## src/rtl/muldiv_unit_pkg.sv

```systemverilog
// Shared op definitions for the EX-stage multiply/divide unit.
// Latency: n/a (types and pure helper functions only).
// Backpressure: n/a.
package muldiv_unit_pkg;

  // The core maps ALU_OP_MULT/MULTU/DIV/DIVU onto this encoding.
  typedef enum logic [1:0] {
    MD_MULT  = 2'd0,
    MD_MULTU = 2'd1,
    MD_DIV   = 2'd2,
    MD_DIVU  = 2'd3
  } muldiv_op_t;

  function automatic logic md_is_div(input muldiv_op_t op);
    return (op == MD_DIV) || (op == MD_DIVU);
  endfunction

  function automatic logic md_is_signed(input muldiv_op_t op);
    return (op == MD_MULT) || (op == MD_DIV);
  endfunction

endpackage

```

## src/rtl/muldiv_unit_if.sv

```systemverilog
// Request/result bundle between the EX stage (master) and the muldiv unit (slave).
// Latency: n/a (wires only).
// Backpressure: master must not rely on start being taken while busy is high.
interface muldiv_unit_if #(
  parameter int WIDTH = 32
);
  import muldiv_unit_pkg::*;

  logic             start;
  muldiv_op_t       op;
  logic [WIDTH-1:0] a;
  logic [WIDTH-1:0] b;
  logic             flush;
  logic             busy;
  logic             done;
  logic [WIDTH-1:0] hi;
  logic [WIDTH-1:0] lo;

  modport master (
    output start, op, a, b, flush,
    input  busy, done, hi, lo
  );

  modport slave (
    input  start, op, a, b, flush,
    output busy, done, hi, lo
  );

endinterface

```

## src/rtl/muldiv_unit_div_step.sv

```systemverilog
// One restoring-division step: trial-subtract the divisor from the shifted partial remainder.
// Latency: combinational.
// Backpressure: none.
module muldiv_unit_div_step #(
  parameter int WIDTH = 32
) (
  input  logic [WIDTH:0]   rem_i,      // partial remainder already shifted left with next dividend bit
  input  logic [WIDTH-1:0] divisor_i,
  output logic [WIDTH-1:0] rem_o,
  output logic             qbit_o
);

  logic [WIDTH:0] diff;
  logic           fits;

  // Keep the difference when it does not go negative, else restore the old remainder.
  always_comb begin
    diff   = rem_i - {1'b0, divisor_i};
    fits   = ~diff[WIDTH];
    qbit_o = fits;
    rem_o  = fits ? diff[WIDTH-1:0] : rem_i[WIDTH-1:0];
  end

endmodule

```

## src/rtl/muldiv_unit.sv

```systemverilog
// Multi-cycle multiply/divide for the EX stage, results presented as HI/LO with a done pulse.
// Latency: MUL_STAGES cycles for multiply, WIDTH/DIV_BITS_PER_CYCLE+1 cycles for divide.
// Backpressure: busy high while an op is in flight; starts are ignored then, flush aborts.
module muldiv_unit #(
  parameter int WIDTH              = 32,
  parameter int MUL_STAGES         = 2,  // >= 1
  parameter int DIV_BITS_PER_CYCLE = 1   // must divide WIDTH
) (
  input logic          clk,
  input logic          resetn,
  muldiv_unit_if.slave bus
);
  import muldiv_unit_pkg::*;

  localparam int N       = WIDTH / DIV_BITS_PER_CYCLE;
  // Counter also paces the multiplier, so size it for whichever wait is longer.
  localparam int CNT_MAX = (N > MUL_STAGES) ? N : MUL_STAGES;
  localparam int CNT_W   = $clog2(CNT_MAX + 1);
  localparam int PW      = 2 * WIDTH;

  typedef enum logic [1:0] {
    ST_IDLE = 2'd0,
    ST_MUL  = 2'd1,
    ST_DIV  = 2'd2,
    ST_FIX  = 2'd3
  } state_t;

  state_t           state_q;
  logic             busy_q;
  logic             done_q;
  logic [WIDTH-1:0] hi_q;
  logic [WIDTH-1:0] lo_q;
  logic [CNT_W-1:0] cnt_q;

  logic accept;
  assign accept = bus.start & ~busy_q & ~bus.flush;

  // ---------------------------------------------------------------- operands
  logic             in_sgn;
  logic             a_neg_in;
  logic             b_neg_in;
  logic [WIDTH-1:0] a_mag_in;
  logic [WIDTH-1:0] b_mag_in;

  // Magnitudes of the incoming operands; signed ops fold the sign out here.
  always_comb begin
    in_sgn   = md_is_signed(bus.op);
    a_neg_in = in_sgn & bus.a[WIDTH-1];
    b_neg_in = in_sgn & bus.b[WIDTH-1];
    a_mag_in = a_neg_in ? -bus.a : bus.a;
    b_mag_in = b_neg_in ? -bus.b : bus.b;
  end

  logic [WIDTH-1:0] a_q;
  logic [WIDTH-1:0] b_q;
  logic             mul_sgn_q;
  logic [WIDTH-1:0] dvs_q;
  logic             q_neg_q;
  logic             r_neg_q;
  logic [WIDTH-1:0] rem_q;
  logic [WIDTH-1:0] quo_q;

  // --------------------------------------------------------------- multiplier
  logic [WIDTH-1:0] mul_a;
  logic [WIDTH-1:0] mul_b;
  logic             mul_sgn;
  logic [PW-1:0]    mul_x;
  logic [PW-1:0]    mul_y;
  logic [PW-1:0]    mul_prod;
  logic [PW-1:0]    mul_res;

  // Single-stage multiply has no spare cycle, so it works straight off the request.
  // Sign-extending to 2*WIDTH makes one unsigned multiply serve both signednesses.
  always_comb begin
    if (MUL_STAGES == 1) begin
      mul_a   = bus.a;
      mul_b   = bus.b;
      mul_sgn = in_sgn;
    end else begin
      mul_a   = a_q;
      mul_b   = b_q;
      mul_sgn = mul_sgn_q;
    end
    mul_x    = {{WIDTH{mul_sgn & mul_a[WIDTH-1]}}, mul_a};
    mul_y    = {{WIDTH{mul_sgn & mul_b[WIDTH-1]}}, mul_b};
    mul_prod = mul_x * mul_y;
  end

  if (MUL_STAGES > 2) begin : g_mul_pipe
    logic [PW-1:0] pipe_q [MUL_STAGES-2];

    // Free-running stages behind the multiplier for retiming; operands stay put for the op.
    always_ff @(posedge clk) begin
      pipe_q[0] <= mul_prod;
      for (int i = 1; i < MUL_STAGES - 2; i++) begin
        pipe_q[i] <= pipe_q[i-1];
      end
    end

    assign mul_res = pipe_q[MUL_STAGES-3];
  end else begin : g_mul_direct
    assign mul_res = mul_prod;
  end

  // ------------------------------------------------------------------ divider
  // The first chain pass runs in the accept cycle on the fresh magnitudes, the
  // remaining N-1 passes run from the latched remainder/quotient.
  logic [WIDTH-1:0] step_rem;
  logic [WIDTH-1:0] step_quo;
  logic [WIDTH-1:0] step_dvs;
  logic [WIDTH-1:0] chain_rem;
  logic [WIDTH-1:0] chain_quo;

  // Select chain source: fresh operands when idle, iteration state otherwise.
  always_comb begin
    if (state_q == ST_IDLE) begin
      step_rem = '0;
      step_quo = a_mag_in;
      step_dvs = b_mag_in;
    end else begin
      step_rem = rem_q;
      step_quo = quo_q;
      step_dvs = dvs_q;
    end
  end

  // quo_in shifts dividend bits out at the top while quotient bits enter at the bottom.
  for (genvar k = 0; k < DIV_BITS_PER_CYCLE; k++) begin : g_div_chain
    logic [WIDTH-1:0] rem_in;
    logic [WIDTH-1:0] quo_in;
    logic [WIDTH-1:0] rem_out;
    logic [WIDTH-1:0] quo_out;
    logic             qbit;

    if (k == 0) begin : g_first
      assign rem_in = step_rem;
      assign quo_in = step_quo;
    end else begin : g_next
      assign rem_in = g_div_chain[k-1].rem_out;
      assign quo_in = g_div_chain[k-1].quo_out;
    end

    muldiv_unit_div_step #(.WIDTH(WIDTH)) u_step (
      .rem_i     ({rem_in, quo_in[WIDTH-1]}),
      .divisor_i (step_dvs),
      .rem_o     (rem_out),
      .qbit_o    (qbit)
    );

    assign quo_out = {quo_in[WIDTH-2:0], qbit};
  end

  assign chain_rem = g_div_chain[DIV_BITS_PER_CYCLE-1].rem_out;
  assign chain_quo = g_div_chain[DIV_BITS_PER_CYCLE-1].quo_out;

  // Latch operands on accept and advance the divider once per cycle while dividing.
  always_ff @(posedge clk) begin
    if (accept) begin
      a_q       <= bus.a;
      b_q       <= bus.b;
      mul_sgn_q <= in_sgn;
      dvs_q     <= b_mag_in;
      q_neg_q   <= a_neg_in ^ b_neg_in;
      r_neg_q   <= a_neg_in;
      rem_q     <= chain_rem;
      quo_q     <= chain_quo;
    end else if (state_q == ST_DIV) begin
      rem_q     <= chain_rem;
      quo_q     <= chain_quo;
    end
  end

  // Sign correction of the magnitude result. INT_MIN / -1 falls out as INT_MIN
  // remainder 0 without special casing; divide by zero overrides everything.
  logic [WIDTH-1:0] fix_hi;
  logic [WIDTH-1:0] fix_lo;

  // Final quotient/remainder as presented on LO/HI.
  always_comb begin
    fix_lo = q_neg_q ? -quo_q : quo_q;
    fix_hi = r_neg_q ? -rem_q : rem_q;
    if (dvs_q == '0) begin
      fix_lo = '1;
      fix_hi = a_q;
    end
  end

  // -------------------------------------------------------------------- FSM
  // Control FSM with registered busy/done and HI/LO result registers.
  always_ff @(posedge clk) begin
    if (!resetn) begin
      state_q <= ST_IDLE;
      busy_q  <= 1'b0;
      done_q  <= 1'b0;
      hi_q    <= '0;
      lo_q    <= '0;
      cnt_q   <= '0;
    end else begin
      done_q <= 1'b0;
      if (bus.flush) begin
        state_q <= ST_IDLE;
        busy_q  <= 1'b0;
        cnt_q   <= '0;
      end else begin
        case (state_q)
          ST_IDLE: begin
            if (bus.start) begin
              if (md_is_div(bus.op)) begin
                state_q <= (N == 1) ? ST_FIX : ST_DIV;
                busy_q  <= 1'b1;
                cnt_q   <= CNT_W'(1);
              end else if (MUL_STAGES == 1) begin
                done_q       <= 1'b1;
                {hi_q, lo_q} <= mul_res;
              end else begin
                state_q <= ST_MUL;
                busy_q  <= 1'b1;
                cnt_q   <= '0;
              end
            end
          end
          ST_MUL: begin
            if (cnt_q == CNT_W'(MUL_STAGES - 2)) begin
              state_q      <= ST_IDLE;
              busy_q       <= 1'b0;
              done_q       <= 1'b1;
              cnt_q        <= '0;
              {hi_q, lo_q} <= mul_res;
            end else begin
              cnt_q <= cnt_q + CNT_W'(1);
            end
          end
          ST_DIV: begin
            if (cnt_q == CNT_W'(N - 1)) begin
              state_q <= ST_FIX;
              cnt_q   <= '0;
            end else begin
              cnt_q <= cnt_q + CNT_W'(1);
            end
          end
          ST_FIX: begin
            state_q <= ST_IDLE;
            busy_q  <= 1'b0;
            done_q  <= 1'b1;
            hi_q    <= fix_hi;
            lo_q    <= fix_lo;
          end
          default: begin
            state_q <= ST_IDLE;
            busy_q  <= 1'b0;
            cnt_q   <= '0;
          end
        endcase
      end
    end
  end

  assign bus.busy = busy_q;
  assign bus.done = done_q;
  assign bus.hi   = hi_q;
  assign bus.lo   = lo_q;

endmodule

```

## src/flat_wrapper.sv

```systemverilog
// flat-port wrapper written by rule: the top's interface ports become plain ports
module muldiv_unit_flat import muldiv_unit_pkg::*;
#(
  parameter int WIDTH              = 32,
  parameter int MUL_STAGES         = 2,         
  parameter int DIV_BITS_PER_CYCLE = 1                       
)
  (clk, resetn, bus_start, bus_op, bus_a, bus_b, bus_flush, bus_busy, bus_done, bus_hi, bus_lo);
  muldiv_unit_if #(.WIDTH(WIDTH)) bus_i ();
  input logic clk;
  input logic resetn;
  input wire logic [$bits(bus_i.start)-1:0] bus_start;
  input wire logic [$bits(bus_i.op)-1:0] bus_op;
  input wire logic [$bits(bus_i.a)-1:0] bus_a;
  input wire logic [$bits(bus_i.b)-1:0] bus_b;
  input wire logic [$bits(bus_i.flush)-1:0] bus_flush;
  output wire logic [$bits(bus_i.busy)-1:0] bus_busy;
  output wire logic [$bits(bus_i.done)-1:0] bus_done;
  output wire logic [$bits(bus_i.hi)-1:0] bus_hi;
  output wire logic [$bits(bus_i.lo)-1:0] bus_lo;
  assign bus_i.start = bus_start;
  assign bus_i.op = bus_op;
  assign bus_i.a = bus_a;
  assign bus_i.b = bus_b;
  assign bus_i.flush = bus_flush;
  assign bus_busy = bus_i.busy;
  assign bus_done = bus_i.done;
  assign bus_hi = bus_i.hi;
  assign bus_lo = bus_i.lo;
  muldiv_unit #(.WIDTH(WIDTH), .MUL_STAGES(MUL_STAGES), .DIV_BITS_PER_CYCLE(DIV_BITS_PER_CYCLE)) u_core (.clk(clk), .resetn(resetn), .bus(bus_i));
endmodule
```

## config.mk

```make
export PLATFORM = sky130hd
export DESIGN_NAME = muldiv_unit_flat
export DESIGN_NICKNAME = d
export VERILOG_FILES = /design/src/rtl/muldiv_unit_pkg.sv /design/src/rtl/muldiv_unit_if.sv /design/src/rtl/muldiv_unit_div_step.sv /design/src/rtl/muldiv_unit.sv /design/src/flat_wrapper.sv
export SDC_FILE = /design/constraint.sdc
export NUM_CORES = 2
export LEC_CHECK = 0
export CAP_MARGIN = 0
export CORE_MARGIN = 4
export CORE_UTILIZATION = 55
export DETAILED_ROUTE_END_ITERATION = 7
export GPL_TIMING_DRIVEN = 0
export PLACE_DENSITY = 0.71
export SETUP_SLACK_MARGIN = 0.5
export SLEW_MARGIN = 25
export SYNTH_ARGS = -nofsm -noshare
export SYNTH_HDL_FRONTEND = slang
export SYNTH_SLANG_ARGS = --single-unit
export TNS_END_PERCENT = 100
```

## constraint.sdc

```tcl
create_clock -name clk -period 10.55 [get_ports clk]
set_clock_uncertainty 0.1 [all_clocks]
set_input_delay 1.5825 -clock clk [delete_from_list [all_inputs] [get_ports clk]]
set_output_delay 1.5825 -clock clk [all_outputs]
set_load 0.01 [all_outputs]
```

==> flow_metrics.env <==
export IMPL_status="complete, no violations"
export IMPL_io_pins=136
export IMPL_fp_dieW_um=315
export IMPL_cts_buffer_depth=3
export IMPL_dominantRegCellSynth="edfxtp_1"
export IMPL_worstMarginPinSlew_ns=1.16
export IMPL_rsz0062_at_grt="false"
export IMPL_clk_latency_ns=0.55
export IMPL_antenna_found_initial=22
export IMPL_hold_class="reg -> reg"
export IMPL_vias_per_cell=5.91
export IMPL_ys_seq_area_share_pct=12.3
export IMPL_reg2regPathDepth=25
export IMPL_grt_overflow=0
export IMPL_grt_pass1_vias=43846
export IMPL_dieHeight_um=315
export IMPL_synthMuxAreaShare_pct=1.45
export IMPL_finalCritPeriodShare_pct=95.1
export IMPL_ant_nets=0
export IMPL_min_path_cells=2
export IMPL_cts_root_buffer="clkbuf_16"
export IMPL_start_util_pct=55.4
export IMPL_critPathLaunchType="flip-flop"
export IMPL_clkTransAtPathRegs_ns=0.07
export IMPL_use_met1_pct=51.2
export IMPL_arrival_ns=10.39
export IMPL_maxCapViolations=0
export IMPL_ys_types=68
export IMPL_r2r_start="u_core.a_q[14]$_DFFE_PP_"
export IMPL_use_met3_pct=11.8
export IMPL_cp_end_kind="flip-flop"
export IMPL_grt_max_degree=49
export IMPL_layout_drive_gt1_share_pct=2.77
export IMPL_place_congestion=1.04
export IMPL_holdPathEnd="u_core.bus.lo[4]$_SDFFE_PN0P_"
export IMPL_synth_nets=7065
export IMPL_setup_viol=0
export IMPL_h_tree_depth=1
export IMPL_slew_viol_final=0
export IMPL_crit_type="reg -> reg"
export IMPL_finalWirelength_um=196000
export IMPL_ys_ff_latch=236
export IMPL_drt_iter0_drc=4024
export IMPL_cts_sinks=236
export IMPL_ys_warn_count=0
export IMPL_grt_busiest_layer="met2"
export IMPL_reg2reg_to="u_core.bus.hi[29]$_SDFFE_PN0P_"
export IMPL_avgSynthCellArea_um2=9.22
export IMPL_regToRegSetupSlack_ns=0.52
export IMPL_yosys_area_share_simple_pct=15.1
export IMPL_cts_tree="done"
export IMPL_firstDrtPassIters=6
export IMPL_netlist_area_mm2=0.0517
export IMPL_crit_fanout=10
export IMPL_tns_ns=0
export IMPL_areaGrowthSynthToFinish_pct=8.03
export IMPL_nets=7249
export IMPL_row_count=112
export IMPL_hold_buffers=0
export IMPL_synth_xor_area_share_pct=3.59
export IMPL_grt_total_usage_pct=40.3
export IMPL_dr_total_vias=41875
export IMPL_coreArea_mm2=0.0933
export IMPL_relSlewSlack_pct=22.6
export IMPL_synthCells=5614
export IMPL_portBuffers=135
export IMPL_synth_edff_count=162
export IMPL_dp_hpwl_um=163000
export IMPL_cts_buffers_inserted=24
export IMPL_cp_data_required_time_ns=10.91
export IMPL_synth_top_family_by_area="adder cells"
export IMPL_drc_errors=0
export IMPL_async_flop_share_pct=0
export IMPL_grt_pass1_wl_um=289000
export IMPL_synth_adder_area_share_pct=49.7
export IMPL_hold_viol_final=0
export IMPL_synth_compound_area_share_pct=7.38
export IMPL_hp_start="u_core.bus.lo[4]$_SDFFE_PN0P_"
export IMPL_dieArea_mm2=0.0990
export IMPL_routedWlPerCell_um=27.6
export IMPL_layout_min_cycle_time_ns=10.03
export IMPL_max_freq_ghz=0.0997
export IMPL_use_met2_pct=61.3
## critical path, cell delays in order, from the launching register on
cell,delay [ns]
edfxtp_1,0.95
clkbuf_1,0.83
and2_1,0.27
fa_1,0.43
fa_1,0.53
inv_1,0.07
fa_1,0.53
inv_1,0.05
fa_1,0.48
fa_1,0.46
fa_1,0.43
fa_1,0.53
inv_1,0.05
fa_1,0.49
inv_1,0.06
ha_1,0.45
clkbuf_1,0.31
nand2_1,0.08
o21ai_0,0.48
o211ai_1,0.20
nor4b_1,0.80
o21ai_0,0.34
nand2_1,0.33
a21boi_0,0.16
mux2_2,0.34
o21ai_0,0.17
## Yosys cell counts (15+ instances only)
cell type     n  area share (%)
xor2_1       95             1.6
or4_1        17            0.25
a211oi_1     15            0.22
o21ai_0     139             1.3
a21o_1       48            0.70
nor2b_1      39            0.47
nand4_1      19            0.23
nor2_1      190             1.4
mux2_2       33            0.72
mux2i_1      38            0.74
nor3_1       25            0.24
fa_1       1126              44
nand3_1      37            0.36
edfxtp_1    162             9.4
dfxtp_1      74             2.9
a31oi_1      17            0.21
and3_1       37            0.45
a21oi_1     212             2.1
o221ai_1     30            0.51
o21bai_1     16            0.23
and2_1      357             4.3
nand2_1     845             6.1
o211ai_1     24            0.35
inv_1      1144             8.3
o31ai_1      30            0.44
clkbuf_1    286             2.1
ha_1        255             6.2
nand2b_1     22            0.27
or3_1        20            0.24
xnor2_1     117             2.0
nor4_1       25            0.30
## repair_timing
action                     CTS  global route
pin swaps                    0             0
setup buffers                0            13
setup endpoints to repair    6             9
gates resized for setup      5            36
## through the flow
| step | util, % | hold slack, ns | std cells | setup WS (ns) | instance area (um2) |
|---|---|---|---|---|---|
| final | 59.9 | 0.354 | 7090 | 0.520 | 55900 |
| after global routing | 59.8 | 0.378 | 7071 | 0.508 | 55800 |
| after CTS | 59.6 | 0.353 | 7057 | 0.504 | 55700 |
| after detailed placement | 58.8 | 0.345 | 7013 | -0.210 | 54800 |
| after global placement | 58.6 | 0.342 | 7003 | -0.211 | 54700 |
| after floorplan | - | 0.366 | 5614 | 2.42 | 51700 |
## sequential cells by signal, indices dropped and copies added (netlist names), 2 cells and up
name            cells
u_core.a_q         32
u_core.b_q         31
u_core.bus.hi      32
u_core.bus.lo      32
u_core.cnt_q        6
u_core.dvs_q       32
u_core.quo_q       32
u_core.rem_q       32
u_core.state_q      2
## area by class of cell
| type | count | area (um2) |
|---|---|---|
| Multi-Input combinational cell | 3938 | 40000 |
| Fill cell | 8403 | 37400 |
| Sequential cell | 236 | 6350 |
| Inverter | 1144 | 4300 |
| Timing Repair Buffer | 158 | 1650 |
| Tap cell | 1254 | 1570 |
| Buffer | 296 | 1160 |
| Clock buffer | 33 | 706 |
| Clock inverter | 11 | 82.6 |
| Antenna cell | 20 | 50.0 |
## logic make-up after synthesis
logic type               Yosys count
AND/OR/NAND/NOR                 1664
buffers and inverters           1440
adder cells (fa/ha/maj)         1381
AO/OA/AOI/OAI                    610
flip-flops                       236
XOR/XNOR                         212
multiplexers                      71
## placed cells by master, fill, tap and decap left out, drive strengths merged, types with 6 or more instances in the layout
master / instances
a211oi: 15
a21boi: 6
a21o: 48
a21oi: 212
a31oi: 17
a41oi: 6
and2: 357
and3: 37
buf: 33
clkbuf: 318
clkdlybuf4s50: 135
clkinv: 7
dfxtp: 74
diode: 20
edfxtp: 162
fa: 1126
ha: 255
inv: 1147
mux2: 33
mux2i: 38
nand2: 845
nand2b: 23
nand3: 37
nand4: 19
nor2: 190
nor2b: 39
nor3: 25
nor4: 25
o211ai: 24
o21a: 14
o21ai: 140
o21bai: 16
o221ai: 30
o31ai: 30
o41ai: 16
or2: 11
or3: 21
or4: 18
xnor2: 117
xor2: 95
## worst max-delay path by stage
stage                               from                              to  slack (ns)  cells past startpoint
4_1_cts        u_core.dvs_q[0]$_DFFE_PP_  u_core.bus.hi[31]$_SDFFE_PN0P_        0.50                     26
5_1_grt         u_core.a_q[20]$_DFFE_PP_  u_core.bus.hi[29]$_SDFFE_PN0P_        0.51                     27
3_5_place_dp    u_core.a_q[31]$_DFFE_PP_  u_core.bus.hi[31]$_SDFFE_PN0P_       -0.21                     29
3_3_place_gp    u_core.a_q[31]$_DFFE_PP_  u_core.bus.hi[31]$_SDFFE_PN0P_       -0.21                     29
6_report        u_core.a_q[14]$_DFFE_PP_  u_core.bus.hi[29]$_SDFFE_PN0P_        0.52                     25
2_1_floorplan   u_core.a_q[31]$_DFFE_PP_  u_core.bus.hi[29]$_SDFFE_PN0P_        2.42                     27
## per-layer routing
| layer | part of all wire [%] | wire length (um) | vias to the layer above |
|---|---|---|---|
| met2 | 44 | 86100 | 2577 |
| met5 | 0.054 | 106 | - |
| li1 | - | - | 17531 |
| met3 | 12 | 23400 | 667 |
| met1 | 36 | 71400 | 21084 |
| met4 | 7.5 | 14700 | 16 |
Power is not shown: default switching activity piles up to over one toggle a cycle in this logic, so the estimate is an artifact.
